File: config.mk
export PLATFORM = sky130hd
export DESIGN_NAME = seq_detector_ctrl
export DESIGN_NICKNAME = d
export VERILOG_FILES = /design/src/rtl/seq_detector_ctrl.sv
export SDC_FILE = /design/constraint.sdc
export NUM_CORES = 1
export LEC_CHECK = 0
export ABC_AREA = 1
export CORE_MARGIN = 2
export CORE_UTILIZATION = 49
export CTS_BUF_LIST = sky130_fd_sc_hd__clkbuf_4
export DETAILED_ROUTE_END_ITERATION = 8
export PLACE_DENSITY_LB_ADDON = 0.08
export SYNTH_ARGS = -nofsm -noshare
export SYNTH_HDL_FRONTEND = slang
export SYNTH_SLANG_ARGS = --single-unit
File: constraint.sdc
create_clock -name i_clk -period 1.6 [get_ports i_clk]
set_clock_uncertainty 0.1 [all_clocks]
set_input_delay 0.32 -clock i_clk [delete_from_list [all_inputs] [get_ports i_clk]]
set_output_delay 0.32 -clock i_clk [all_outputs]
set_load 0.02 [all_outputs]
File: src/rtl/seq_detector_ctrl.sv
// Programmable serial sequence detector: config handshake, shift/compare, match pulse and count.
// Define SEQ_DET_CNT_SAT_EN to make match_count saturate instead of wrapping.
module seq_detector_ctrl #(
  parameter int PAT_W = 4,
  parameter int CNT_W = 8
) (
  input  logic             i_clk,
  input  logic             i_rst_n,
  input  logic             i_cfg_valid,
  output logic             o_cfg_ready,
  input  logic [PAT_W-1:0] i_cfg_pattern,
  input  logic             i_cfg_overlap,
  input  logic             i_din_valid,
  input  logic             i_din,
  output logic             o_match,
  output logic [CNT_W-1:0] o_match_count,
  output logic             o_busy
);

  localparam int FILL_W = $clog2(PAT_W + 1);
  localparam logic [FILL_W-1:0] FILL_FULL = FILL_W'(PAT_W);

  typedef enum logic [1:0] {
    ST_IDLE = 2'd0,
    ST_LOAD = 2'd1,
    ST_RUN  = 2'd2
  } state_t;

  state_t            r_state;
  logic [PAT_W-1:0]  r_pattern;
  logic              r_overlap;
  logic [PAT_W-1:0]  r_history;
  logic [FILL_W-1:0] r_fill;
  logic              r_match;
  logic [CNT_W-1:0]  r_count;
  logic              r_cfg_ready;
  logic              r_busy;

  logic              w_accept;
  logic [PAT_W-1:0]  w_hist_n;
  logic [FILL_W-1:0] w_fill_n;
  logic              w_hit;
  logic [CNT_W-1:0]  w_count_inc;

  always_comb begin
    w_accept = i_cfg_valid & r_cfg_ready;
    w_hist_n = {r_history[PAT_W-2:0], i_din};
    w_fill_n = (r_fill >= FILL_FULL) ? FILL_FULL : (r_fill + FILL_W'(1));
    // A config accepted in RUN takes priority, so the coincident bit can never hit.
    w_hit    = (r_state == ST_RUN) && i_din_valid && !w_accept &&
               (w_hist_n == r_pattern) && (w_fill_n == FILL_FULL);
`ifdef SEQ_DET_CNT_SAT_EN
    w_count_inc = (r_count == {CNT_W{1'b1}}) ? r_count : (r_count + CNT_W'(1));
`else
    w_count_inc = r_count + CNT_W'(1);
`endif
  end

  always_ff @(posedge i_clk or negedge i_rst_n) begin
    if (!i_rst_n) begin
      r_state     <= ST_IDLE;
      r_pattern   <= '0;
      r_overlap   <= 1'b0;
      r_history   <= '0;
      r_fill      <= '0;
      r_match     <= 1'b0;
      r_count     <= '0;
      r_cfg_ready <= 1'b1;
      r_busy      <= 1'b0;
    end else if (w_accept) begin
      r_state     <= ST_LOAD;
      r_pattern   <= i_cfg_pattern;
      r_overlap   <= i_cfg_overlap;
      r_history   <= '0;
      r_fill      <= '0;
      r_match     <= 1'b0;
      r_count     <= '0;
      r_cfg_ready <= 1'b0;
      r_busy      <= 1'b1;
    end else begin
      case (r_state)
        ST_IDLE: begin
          r_match     <= 1'b0;
          r_cfg_ready <= 1'b1;
          r_busy      <= 1'b0;
        end
        ST_LOAD: begin
          r_state     <= ST_RUN;
          r_history   <= '0;
          r_fill      <= '0;
          r_match     <= 1'b0;
          r_count     <= '0;
          r_cfg_ready <= 1'b1;
          r_busy      <= 1'b1;
        end
        ST_RUN: begin
          r_cfg_ready <= 1'b1;
          r_busy      <= 1'b1;
          if (i_din_valid) begin
            r_match <= w_hit;
            if (w_hit) begin
              r_count <= w_count_inc;
              // Non-overlapping mode demands PAT_W fresh bits before the next match.
              if (r_overlap) begin
                r_history <= w_hist_n;
                r_fill    <= w_fill_n;
              end else begin
                r_history <= '0;
                r_fill    <= '0;
              end
            end else begin
              r_history <= w_hist_n;
              r_fill    <= w_fill_n;
            end
          end else begin
            r_match <= 1'b0;
          end
        end
        default: begin
          r_state     <= ST_IDLE;
          r_match     <= 1'b0;
          r_cfg_ready <= 1'b1;
          r_busy      <= 1'b0;
        end
      endcase
    end
  end

  assign o_cfg_ready   = r_cfg_ready;
  assign o_match       = r_match;
  assign o_match_count = r_count;
  assign o_busy        = r_busy;

endmodule

==> flow_metrics.py, run 1 <==
metrics = {
    "outcome": {
        "status": "finished, violations left",
        "violations": "setup timing",
    },
    "clocking": {
        "cts_buffers": 3,
        "cts_max_path_buffers": 2,
        "h-tree-depth": 1,
        "cts_sinks": 24,
        "clk_pin_slew_ns": 0.13,
        "cts_tree": "built",
        "postCtsHoldBufs": 0,
        "cts-root-buf": "clkbuf_4",
        "clkLatencyLatePin_ns": 0.32,
    },
    "layout": {
        "seq_area_um2": 601.8,
        "fillers": 202,
        "drive_gt1_share_pct": 26.89,
        "multiInputGateArea_um2": 739.5,
        "nets": 229,
        "stdcell_count": 242,
        "fin_util_pct": 73.12,
        "diodes": 0,
        "area_delta_synth_final_pct": 39.45,
    },
    "floorplanning": {
        "io_pins": 21,
        "die_h_um": 55.95,
        "start_util_pct": 52.43,
        "core-area_um2": 2522,
        "dieArea_um2": 3130,
        "dieWidth_um": 55.95,
        "rows": 18,
    },
    "grt": {
        "grt_max_degree": 25,
        "grt_usage_pct": 20.36,
        "antenna_found_initial": 0,
        "grt_overflow_total": 0,
        "grt_pass1_wl_mm": 5.140,
        "grt_pass1_vias": 1192,
    },
    "worst_setup_path": {
        "crit_type": "reg -> reg",
        "cp_data_required_time_ns": 1.73,
        "worstReg2RegStart": "r_fill[1]",
        "cp_data_arrival_time_ns": 1.75,
        "r2r-end": "o_match_count[5]",
        "ff2ff_path_depth": 10,
        "endpoint_kind": "register",
        "r2r_setup_slack_ns": -0.02,
        "critPathLaunchType": "register",
        "cp_max_fo": 8,
    },
    "timing": {
        "finalHoldViolCount": 0,
        "fmax_mhz": 616.8,
        "fin_crit_sh_pct": 101.3,
        "slew_violations": 0,
        "worst_pin_slew_ns": 0.2728,
        "slew_headroom_pct": 81.76,
        "finalWorstSetupSlack_ns": -0.02121,
        "rsz0062_at_grt": "true",
        "min_period_ns": 1.621,
        "setup_viol": 8,
    },
    "route": {
        "wl_per_cell_um": 13.00,
        "ant_nets": 0,
        "via_count": 1235,
        "drt-vias-per-instance": 5.103,
        "drc": 0,
        "routed_wl_mm": 3.145,
        "first_pass_iters": 4,
        "dr.first_iter.drc_count": 57,
    },
    "placement": {
        "gp_congestion": 0.8430,
        "io_buffers": 20,
        "place_hpwl_mm": 2.373,
        "dp_cells": 236,
        "dp_slack_ns": -0.2086,
    },
    "job": {
        "cap_violations": 0,
    },
    "yosys": {
        "muxShareOfSynthArea_pct": 0,
        "synth.net_count": 183,
        "ys_warn_count": 0,
        "synth_compound_area_share_pct": 7.474,
        "yosysTopAreaCellShare_pct": 43.52,
        "synth_top_family_by_area": "simple AND/OR/NAND/NOR gates",
        "yosys.area_share.simple_pct": 32.73,
        "seq_area_frac_synth_pct": 45.51,
        "synth_xor_area_share_pct": 2.649,
        "syn_avg_cell_area_um2": 7.919,
        "yosysTopAreaCell": "dfrtp_1",
        "synthAdderAreaFrac_pct": 5.676,
        "syn_area_um2": 1323,
        "synth_area_leaders": "dfrtp_1 (44%), nand2_1 (14%), ha_1 (5.7%)",
        "synth_cells": 167,
        "ys_ff_latch": 24,
        "synthDistinctLibCells": 25,
    },
    "power_and_ir_drop": {
        "p_switching_mw": 0.5783,
        "swShare_pct": 35.98,
        "leakagePower_nw": 0.9190,
        "p_per_area_nw_per_um2": 871.5,
        "p_clk_share_pct": 16.8,
        "internal-power_mw": 1.029,
        "ir_drop_mv": 0.7000,
        "seqPwrFrac_pct": 44.3,
        "total_power_mw": 1.607,
        "pwr-share-comb_pct": 38.9,
    },
    "hold_path": {
        "hold_class": "in -> async",
    },
}
## cells in the mapped netlist
| master | count |
|---|---|
| nand3_1 | 14 |
| nand2_2 | 3 |
| nand3b_4 | 1 |
| inv_1 | 19 |
| nand2_4 | 2 |
| o21bai_1 | 1 |
| ha_1 | 6 |
| nor3b_1 | 1 |
| inv_2 | 1 |
| nor2_1 | 14 |
| clkbuf_1 | 1 |
| a21oi_1 | 2 |
| xnor2_1 | 3 |
| o32ai_1 | 1 |
| dfrtp_1 | 23 |
| dfstp_2 | 1 |
| nor3_1 | 3 |
| nand2_1 | 51 |
| nor2_2 | 1 |
| xor2_1 | 1 |
| nand4_1 | 2 |
| or2_2 | 1 |
| o21ai_0 | 12 |
| nand3_2 | 1 |
| o22ai_1 | 2 |
## cell families (layout without fill, tap and decap cells)
family / Yosys count / after routing
AOI/OAI and AO/OA: 18 / 18
xor gates and xnor gates: 4 / 4
adders and majority gates: 6 / 6
buffers and inverters: 21 / 66
DFF: 24 / 24
and+or+nand+nor: 94 / 94
## critical path, cell delays in order, from the launching register on
cell and delay, ns:
dfrtp_1 0.44, inv_2 0.09, ha_4 0.19, inv_2 0.05, a21oi_2 0.05, nor2_2 0.17, nand2_2 0.09, nand2_4 0.12
nand2_8 0.09, nand2_2 0.07, nand2_2 0.04
## through the flow
step	hold slack [ns]	setup TNS, ns	cell area [um^2]
after floorplan	-0.07559	0	1325
after global placement	0.4131	-2.036	1722
after detailed placement	0.4270	-2.417	1722
after CTS	0.2413	0	1770
after global routing	0.2521	-0.7401	1844
final	0.2327	-0.1038	1844
## state kept, by name, indices dropped and copies added (netlist names)
register and count:
r_fill 3, r_overlap 1, o_busy 1, o_match_count 8, r_pattern 4, r_history 3
o_cfg_ready 1, r_state 2, o_match 1
## area by class of cell
| cell class | count | share of cell area [%] |
|---|---|---|
| multi-input cells | 122 | 40.09 |
| flip-flops and latches | 24 | 32.63 |
| repair buffers | 42 | 19.74 |
| inverters | 20 | 4.071 |
| well taps | 30 | 2.035 |
| clock buffers | 3 | 1.221 |
| clock inverters | 1 | 0.2035 |
## placed cells by master, fill, tap and decap left out, types with 6 or more instances in the layout
cell              n
nor2_1           12
nand2_1          43
dlygate4sd2_1    10
inv_1            14
clkdlybuf4s50_1   9
buf_4            20
nand3_1          13
dfrtp_1          23
inv_2             6
nand2_2          11
o21ai_0          11
## metal layers
metal | global-route usage, % | part of all wire [%]
met2 | 34.86 | 50
met5 | 0 | 0
met3 | 2.326 | 3.6
met1 | 27.56 | 45
met4 | 5.102 | 1.1
## worst max-delay path by stage
stage          startpoint               end  cells past startpoint  slack (ns)
2_1_floorplan  r_state[0]  o_match_count[0]                     10        0.02
3_3_place_gp        i_din  o_match_count[3]                     10       -0.17
3_5_place_dp        i_din  o_match_count[5]                     10       -0.21
4_1_cts         r_fill[0]         r_fill[2]                      9       0.002
5_1_grt         r_fill[1]  o_match_count[3]                     10       -0.10
6_report        r_fill[1]  o_match_count[5]                     10       -0.02
## what timing repair did
action	in CTS	in global routing
hold endpoints to repair	0	0
resized for setup	19	21
pin swaps	3	7
setup endpoints to repair	24	15
setup buffers	1	1
## power groups by stage
stage               Sequential (mW)  Combinational (mW)  Clock [mW]
finish                        0.711               0.626       0.270
global route                  0.720               0.684       0.295
CTS                           0.711               0.563       0.275
detailed placement            0.718               0.551           0
global placement              0.713               0.533           0
floorplan                     0.745               0.269           0
No activity file was read; power rests on OpenSTA's default activity.
==> run 2, diff against run 1 <==
SLEW_MARGIN = 40   (was not set)
==> results of run 2 <==
Same layout as run 1: the final DEF is identical, and so are final timing and power.
==> run 3, diff against run 2 <==
CORE_UTILIZATION = 35   (was 49)
==> run 3 against run 2 <==
The flow now finishes without violations. Die area increased by 37%. Register-to-register slack better by 0.02 ns. Total power is 2.7% higher. First-iteration DRC count is 35% higher. Count of clock-buffer cells in the layout increased by 1. Hold slack improved by 0.0097 ns. Sequential cell count unchanged. Setup slack improved by 0.022 ns. Via count fell by 3.1%. Fmax rose by 1.4%.
==> flow_metrics.py, run 3 (synthesis results as in run 1) <==
metrics = {
    "power_and_ir_drop": {
        "ir_drop_mv": 0.3867,
        "leakagePower_nw": 0.9387,
        "total_power_mw": 1.650,
        "p_per_area_nw_per_um2": 888.2,
    },
    "placement": {
        "dp_cells": 255,
        "placed_area_um2": 1739,
        "gp_congestion": 0.8301,
        "io_buffers": 20,
        "place_hpwl_mm": 2.216,
    },
    "grt": {
        "grt_max_degree": 25,
        "grt_usage_pct": 15.47,
        "antenna_found_initial": 0,
        "grt_pass1_wl_mm": 5.133,
        "grt_overflow_total": 0,
        "grt_pass1_vias": 1195,
    },
    "layout": {
        "drive_gt1_share_pct": 27.70,
        "largest_reg_flops": 8,
        "nets": 230,
        "final_common_cell": "nand2_1",
        "fillers": 353,
        "area_delta_synth_final_pct": 40.49,
        "fin_area_um2": 1858,
        "stdcell_count": 261,
        "seq_area_um2": 601.8,
        "diodes": 0,
        "multiInputGateArea_um2": 734.5,
        "mostFrequentLayoutCells": "nand2_1 (42), dfrtp_1 (23), buf_4 (23)",
    },
    "route": {
        "dr.first_iter.drc_count": 77,
        "drt-vias-per-instance": 4.586,
        "ant_nets": 0,
        "drc": 0,
        "routed_wl_mm": 2.935,
        "wl_per_cell_um": 11.25,
        "first_pass_iters": 4,
        "via_count": 1197,
    },
    "worst_setup_path": {
        "cp_data_required_time_ns": 1.72,
        "r2r_setup_slack_ns": 0.0005,
        "cp-startpoint": "r_state[0]",
        "cp-endpoint": "o_match_count[4]",
        "ff2ff_path_depth": 10,
        "cp_data_arrival_time_ns": 1.72,
        "endpoint_kind": "register",
        "worstReg2RegStart": "r_state[0]",
        "critPathLaunchType": "register",
        "r2r-end": "o_match_count[4]",
        "slowest_stage": "dfrtp_1",
        "crit_chain": "inv_2, ha_4, nand2_2, nand3b_4, nor2_4, nand2_2, nand2_4, nand2_8, nand2_1, nand2_1",
        "crit_type": "reg -> reg",
        "slowest_delay_ns": 0.41,
        "cp_max_fo": 8,
    },
    "timing": {
        "slew_headroom_pct": 79.48,
        "timing.hold.ws_ns": 0.2424,
        "worst_pin_slew_ns": 0.3078,
        "rsz0062_at_grt": "true",
        "fin_setup_tns_ns": 0,
        "finalHoldViolCount": 0,
        "fmax_mhz": 625.2,
        "fin_crit_sh_pct": 99.97,
        "setup_viol": 0,
        "min_period_ns": 1.599,
        "slew_violations": 0,
    },
    "clocking": {
        "cts_buffers": 3,
        "cts_tree": "built",
        "clk_pin_slew_ns": 0.13,
        "cts_sinks": 24,
        "cts-root-buf": "clkbuf_4",
        "cts_max_path_buffers": 2,
        "h-tree-depth": 1,
        "clkLatencyLatePin_ns": 0.32,
    },
    "floorplanning": {
        "die_h_um": 65.47,
        "dieArea_um2": 4286,
        "io_pins": 21,
        "rows": 22,
        "dieWidth_um": 65.47,
        "core-area_um2": 3633,
        "start_util_pct": 36.40,
    },
    "outcome": {
        "status": "finished clean",
    },
    "job": {
        "cap_violations": 0,
    },
    "hold_path": {
        "hold_class": "in -> async",
    },
}
==> run 3: layer usage <==
metal	global-route usage [%]	vias to the layer above	part of all wire, %
met4	5.469	0	1.3
met5	0	-	0
met1	19.61	541	48
met3	2.911	4	3.7
li1	-	626	-
met2	26.28	26	47
==> run 3: how the worst min path moves through the flow <==
stage                             endpoint  slack, ns  cells past startpoint
final                            r_fill[1]       0.24                      2
after global routing             r_fill[0]       0.24                      2
after CTS                        r_fill[1]       0.25                      2
after detailed placement  o_match_count[7]       0.41                      2
after global placement        r_history[0]       0.42                      2
after floorplan                     o_busy      -0.08                      0
==> run 3: cell type report <==
| class | instances | share of cell area, % |
|---|---|---|
| Multi-Input combinational cell | 122 | 39.53 |
| Sequential cell | 24 | 32.39 |
| Timing Repair Buffer | 43 | 19.19 |
| Inverter | 20 | 4.040 |
| Tap cell | 48 | 3.232 |
| Clock buffer | 4 | 1.616 |
==> run 3: timing repair <==
| action | in CTS | in global routing |
|---|---|---|
| setup buffers | 2 | 0 |
| endpoints found under the setup margin | 23 | 17 |
| pin swaps | 3 | 7 |
| resized for setup | 19 | 21 |
| hold buffers | 0 | 0 |
==> run 3: critical path: cells and delay by family (launching register included) <==
kind,cells,cell delay (ns)
fa+ha+maj,1,0.15
flops,1,0.41
buf+inv,1,0.08
simple gates,8,0.78
==> run 3: where the power goes <==
group | internal, mW | switching (mW) | total (mW) | leakage [nW]
Clock | 0.114 | 0.182 | 0.296 | 0.0184
Sequential | 0.667 | 0.0423 | 0.710 | 0.317
Combinational | 0.286 | 0.359 | 0.645 | 0.603
==> run 3: stage by stage <==
stage / setup WS, ns / utilization, %
detailed placement: -0.1971 / 47.87
global placement: -0.1815 / 47.87
global route: -0.08946 / 51.14
floorplan: 0.02185 / -
finish: 0.0005064 / 51.14
CTS: 0.00007871 / 49.45
==> edit 1 (settings of run 1) <==
Set the parameter `PAT_W` to 8 (it was 4).
--- a/src/rtl/seq_detector_ctrl.sv
+++ b/src/rtl/seq_detector_ctrl.sv
@@ -2,5 +2,5 @@
 // Define SEQ_DET_CNT_SAT_EN to make match_count saturate instead of wrapping.
 module seq_detector_ctrl #(
-  parameter int PAT_W = 4,
+  parameter int PAT_W = 8,
   parameter int CNT_W = 8
 ) (
Interface: changed (resized i_cfg_pattern); port bits go from 21 to 25. No check against the original RTL was run, so the function may have changed too.
==> edit 1 against run 1 <==
The flow still finishes with violations (negative setup slack). Count of clock-buffer cells in the layout up 3. Setup slack worse by 0.16 ns. Power increased by 48%. Sequential cell count up 9. Synthesized area up 36%. Routed wire length up 34%. Final cell count grew 43%. Cell area grew 38%. Critical path type unchanged.
==> edit 1: results (changes against run 1) <==
| Metric | Value |
|---|---|
| Outcome | `finished with violations` |
| Failing checks | `negative setup slack` |
| Clk Latency, worst-skew pair | `about 0.33 ns` |
| Reg clk slew, reported paths | `0.10 ns (-0.03 ns)` |
| Synth top cells by count | `88 x nand2_1, 35 x inv_1, 32 x dfrtp_1` |
| CTS Buf Count | `5 (+2)` |
| Worst hold path class | `input pin to asynchronous set/reset pin` |
| Share of cells above drive strength 1 | `24.7% (-2.2 points)` |
| Setup_tns | `-2.63 ns (-2.53 ns)` |
| Largest net degree at the start of global routing | `34 (+36%)` |
| Final Wtd Congestion | `0.836 (-0.89%)` |
| Post-synth top area share | `44.6% (+1.1 points)` |
| Slowest cell on the critical path | `dfrtp_1` |
| Area contributors post-synth | `dfrtp_1 45%, nand2_1 18%, inv_1 7.3%, nand3_1 6.1%, ha_1 4.2%` |
| Setup slack after layout | `-0.185 ns (-0.163 ns)` |
| Initial antenna violation count | `0 (unchanged)` |
| Placed inst area | `2270 um^2 (+32%)` |
| Count of max-cap constraint violations | `0 (unchanged)` |
| Async set-or-reset flop fraction in the synthesized netlist | `100% (unchanged)` |
| CTS H-tree depth | `2 (+1)` |
| Crit path DAT | `1.90 ns (+0.15 ns)` |
| Via density | `4.95 (-3.0%)` |
| First-pass GRT wire length | `7330 um (+43%)` |
| Measured slew at the worst slew-check pin | `0.427 ns (+0.154 ns)` |
| Place WS | `-0.353 ns (-0.144 ns)` |
| Internal power component | `0.00160 W (+56%)` |
| Diodes inserted | `0 (unchanged)` |
| Nets | `319 (+39%)` |
| Leakage | `1.31 nW (+42%)` |
| Router iterations before antenna repair | `4 (unchanged)` |
| Worst vdd ir | `721 uV (+3.1%)` |
| Largest buffer count on any clock path | `2 (unchanged)` |
| Crit path max fanout | `8 (unchanged)` |
| Clk root buf | `clkbuf_4` |
| GRT Total Usage | `22.9% (+2.5 points)` |
| Number of DRC markers in iteration 0 | `104 (+82%)` |
| Routed length per placed instance | `12.2 um (-6.2%)` |
| Synthesized Nets | `261 (+43%)` |
| Synthesis warning total | `0 (unchanged)` |
| FF-to-FF path depth | `10 (unchanged)` |
| Port buffer count | `24 (+20%)` |
| Finish-stage setup viols | `17 (+9)` |
| Crit-path max cell delay | `approximately 0.45 ns` |
| Vias in the first global route | `1626 (+36%)` |
| Yosys cell types | `25 (unchanged)` |
| Post-DP HPWL | `2890 um (+22%)` |
| Sequential area share after synthesis | `46.1% (+0.59 points)` |
[edit 1: routing by layer]
metal | track usage [%] | share of wire [%] | up-vias | routed length (um)
met2 | 37.8 | 51 | 33 | 2130
met4 | 9.04 | 1.6 | 0 | 69
met3 | 5.03 | 3.0 | 8 | 126
li1 | - | - | 866 | -
met1 | 29.2 | 45 | 806 | 1890
met5 | 0 | 0 | - | 0
[edit 1: worst max-delay path, delay by kind of cell, from the launching register on]
kind	cells	cell delay [ns]
AND/OR/NAND/NOR	8	0.82
adder cells (fa/ha/maj)	1	0.20
buffers and inverters	1	0.09
flip-flops	1	0.45
[edit 1: timing repair]
| action | in CTS | in global routing |
|---|---|---|
| pin swaps | 4 | 10 |
| resized for setup | 29 | 17 |
| endpoints found under the setup margin | 30 | 21 |
| setup buffers | 6 | 1 |
[edit 1: path summary, 6_finish.rpt]
check | startpoint | endpoint | slack (ns)
worst max-delay path | r_fill[1] | r_history[6] | -0.18
min in group i_clk | r_history[6] | r_history[6] | 0.43
worst min register to register | r_history[6] | r_history[6] | 0.43
worst min-delay path | i_rst_n | o_match_count[3] | 0.27
worst max register to register | r_fill[1] | r_history[6] | -0.18
max in group asynchronous | i_rst_n | o_cfg_ready | 0.89
[edit 1: through the flow]
stage	total power [W]	std cells
after global placement	0.00161	331
after detailed placement	0.00162	331
after floorplan	0.00136	241
after CTS	0.00231	345
final	0.00238	346
after global routing	0.00253	346
[edit 1: cells by family after synthesis]
kind of cell               after synthesis  synth area share [%]
AOI/OAI and AO/OA                       17                  5.65
xor gates and xnor gates                 3                  1.46
adders and majority gates                6                  4.18
buffers and inverters                   40                  8.79
DFF                                     33                  46.1
and+or+nand+nor                        142                  33.8
[edit 1: power groups by stage]
stage               clock, W  sequential, W  combinational [W]
finish              0.000620       0.000969           0.000794
global route        0.000676       0.000978           0.000881
CTS                 0.000638       0.000967           0.000708
detailed placement         0       0.000983           0.000635
global placement           0       0.000981           0.000627
floorplan                  0       0.000999           0.000362
[edit 1: layout make-up]
cell class	instances	area (um^2)
Clock buffer	6	45.0
Clock inverter	2	33.8
Fill cell	267	870
Inverter	37	145
Multi-Input combinational cell	168	950
Sequential cell	33	827
Tap cell	46	57.6
Timing Repair Buffer	54	488
==> edit 2 (config.mk and constraints of run 1) <==
Made on the original files. Register the output `o_match_count` once more, with the module's reset; this adds one clock of latency there. The other outputs are not delayed to match.
--- a/src/rtl/seq_detector_ctrl.sv
+++ b/src/rtl/seq_detector_ctrl.sv
@@ -129,5 +129,11 @@
   assign o_cfg_ready   = r_cfg_ready;
   assign o_match       = r_match;
-  assign o_match_count = r_count;
+  always_ff @(posedge i_clk or negedge i_rst_n) begin
+    if (!i_rst_n) begin
+      o_match_count <= '0;
+    end else begin
+      o_match_count <= r_count;
+    end
+  end
   assign o_busy        = r_busy;
 
Behaviour: not the same (a bounded check fails within 10 cycles, from zero or initial values and one cycle with i_rst_n low).
==> edit 2 against run 1 <==
The run still ends with negative setup slack left. Via count grew 15%. Routed wire length is 18% higher. Setup slack got worse by 0.048 ns. Power increased by 40%. Critical path depth unchanged. Sequential share of layout area grew 3.2 points. Maximum frequency down 2.9%. Synthesized area increased by 23%. Sequential cell count rose by 8. Sequential power up 31%. Cell area rose by 21%. Core utilization is 1.1 points lower. Critical path type unchanged. Critical endpoint is now r_count[5]. Highest routed layer unchanged.
==> edit 2: results (changes against run 1) <==
| Metric | Value |
|---|---|
| Outcome | `finished with violations` |
| Failing checks | `negative setup slack` |
| Slew HR | `81.7% (about the same)` |
| Share of cells above drive strength 1 | `29.6% (+2.7 points)` |
| Worst vdd ir | `854 uV (+22%)` |
| Place WS | `-0.228 ns (-0.0193 ns)` |
| Largest buffer count on any clock path | `2 (unchanged)` |
| Vias | `1424 (+15%)` |
| Synth top cells by count | `53 x nand2_1, 31 x dfrtp_1, 21 x inv_1` |
| Nets | `255 (+11%)` |
| Async set-or-reset flop fraction in the synthesized netlist | `100% (unchanged)` |
| Top FF cell, synth | `dfrtp_1` |
| Synthesized Nets | `209 (+14%)` |
| Largest net degree at the start of global routing | `20 (-20%)` |
| GRT Total Usage | `22.0% (+1.6 points)` |
| Clk root buf | `clkbuf_4` |
| Crit path DAT | `1.81 ns (+0.06 ns)` |
| CTS Buf Count | `5 (+2)` |
| Leakage | `1.11 nW (+20%)` |
| Area contributors post-synth | `dfrtp_1 48%, nand2_1 12%, nand3_1 6.2%, inv_1 4.9%, ha_1 4.6%` |
| Router iterations before antenna repair | `5 (+1)` |
| Port buffer count | `20 (unchanged)` |
| Crit path max fanout | `8 (unchanged)` |
| CTS H-tree depth | `2 (+1)` |
| Sequential area share after synthesis | `49.4% (+3.9 points)` |
| First-pass GRT wire length | `5980 um (+16%)` |
| Setup slack after layout | `-0.0688 ns (-0.0476 ns)` |
| Yosys cell types | `27 (+8.0%)` |
| Final Wtd Congestion | `0.890 (+5.5%)` |
| Top flop regs | `o_match_count (8), r_count (8), r_pattern (4)` |
| Worst hold path class | `input pin to asynchronous set/reset pin` |
| Total wire length | `3700 um (+18%)` |
| Diodes inserted | `0 (unchanged)` |
| Finish-stage setup viols | `14 (+6)` |
| Placed inst area | `2000 um^2 (+16%)` |
| Post-DP HPWL | `2610 um (+9.8%)` |
| Reg clk slew, reported paths | `0.10 ns (-0.03 ns)` |
| Clk Latency, worst-skew pair | `0.34 ns (+0.02 ns)` |
| Initial antenna violation count | `0 (unchanged)` |
| Number of DRC markers in iteration 0 | `62 (+8.8%)` |
| Synthesis warning total | `0 (unchanged)` |
[edit 2: changes by cell type in the layout (fill, tap and decap cells not counted), moves of 2 or more]
cell,delta
nand2_1,+4
inv_2,-2
dfrtp_1,+8
o22ai_1,-2
nand3_1,+4
o21ai_0,-2
buf_4,+2
nand2_4,+3
inv_1,+4
o21ai_2,+5
nand2_2,-4
nor2_2,+3
clkbuf_4,+3
[edit 2: stage by stage]
stage | instances | power, W | TNS [ns] | hold slack, ns
after floorplan | 193 | 0.00128 | 0 | -0.0756
after global placement | 271 | 0.00151 | -2.39 | 0.331
after detailed placement | 271 | 0.00154 | -2.95 | 0.322
after CTS | 280 | 0.00219 | -0.318 | 0.217
after global routing | 284 | 0.00238 | -1.92 | 0.222
final | 284 | 0.00225 | -0.793 | 0.223
[edit 2: repair_timing]
item	4_1_cts	5_1_grt
gates resized for setup	22	27
setup buffers	1	5
pin swaps	3	10
endpoints found under the setup margin	25	15
[edit 2: layout make-up]
type	count	area [um^2]
clock inverters	2	35.0
multi-input cells	134	831
inverters	22	82.6
well taps	44	55.1
flip-flops and latches	32	802
fillers	259	867
clock buffers	6	45.0
repair buffers	44	385
[edit 2: path summary, 6_finish.rpt]
| check | startpoint | endpoint | slack [ns] | depth (start not counted) |
|---|---|---|---|---|
| max in group asynchronous | i_rst_n | o_cfg_ready | 0.93 | 2 |
| setup / recovery | r_fill[0] | r_count[5] | -0.07 | 10 |
| hold / removal | i_rst_n | r_fill[0] | 0.22 | 2 |
| min in group i_clk | r_count[4] | o_match_count[4] | 0.35 | 0 |
| hold reg to reg | r_count[4] | o_match_count[4] | 0.35 | 0 |
| setup reg to reg | r_fill[0] | r_count[5] | -0.07 | 10 |
[edit 2: logic make-up (layout without fill, tap and decap cells)]
logic type	after synthesis	after routing	synth area share, %
flip-flops	32	32	49.4
AO/OA/AOI/OAI	20	20	6.93
buffers and inverters	27	74	7.16
XOR/XNOR	2	2	1.08
adder cells (fa/ha/maj)	6	6	4.62
AND/OR/NAND/NOR	106	106	30.8
[edit 2: layer usage]
layer  track usage, %  wire length, um  vias up  share of wire [%]
li1                 -                -      710                  -
met1             28.1             1620      660                 44
met2             36.1             1790       47                 48
met3             5.67              211        7                5.7
met4             7.60               70        0                1.9
met5                0                0        -                  0
[edit 2: power by group]
part	internal (W)	total, W	leakage [nW]	switching [W]
sequential	0.000878	0.000932	0.429	0.0000539
clock	0.000344	0.000629	0.0456	0.000284
combinational	0.000301	0.000694	0.631	0.000393
[edit 2: critical path, cell delays in order, from the launching register on]
cell	delay [ns]
dfrtp_1	0.41
inv_2	0.09
ha_4	0.22
o21bai_4	0.13
nand2_2	0.08
nor2_4	0.13
nand2_2	0.08
nand2_4	0.13
nand2_8	0.09
nand2_2	0.06
nand2_1	0.05
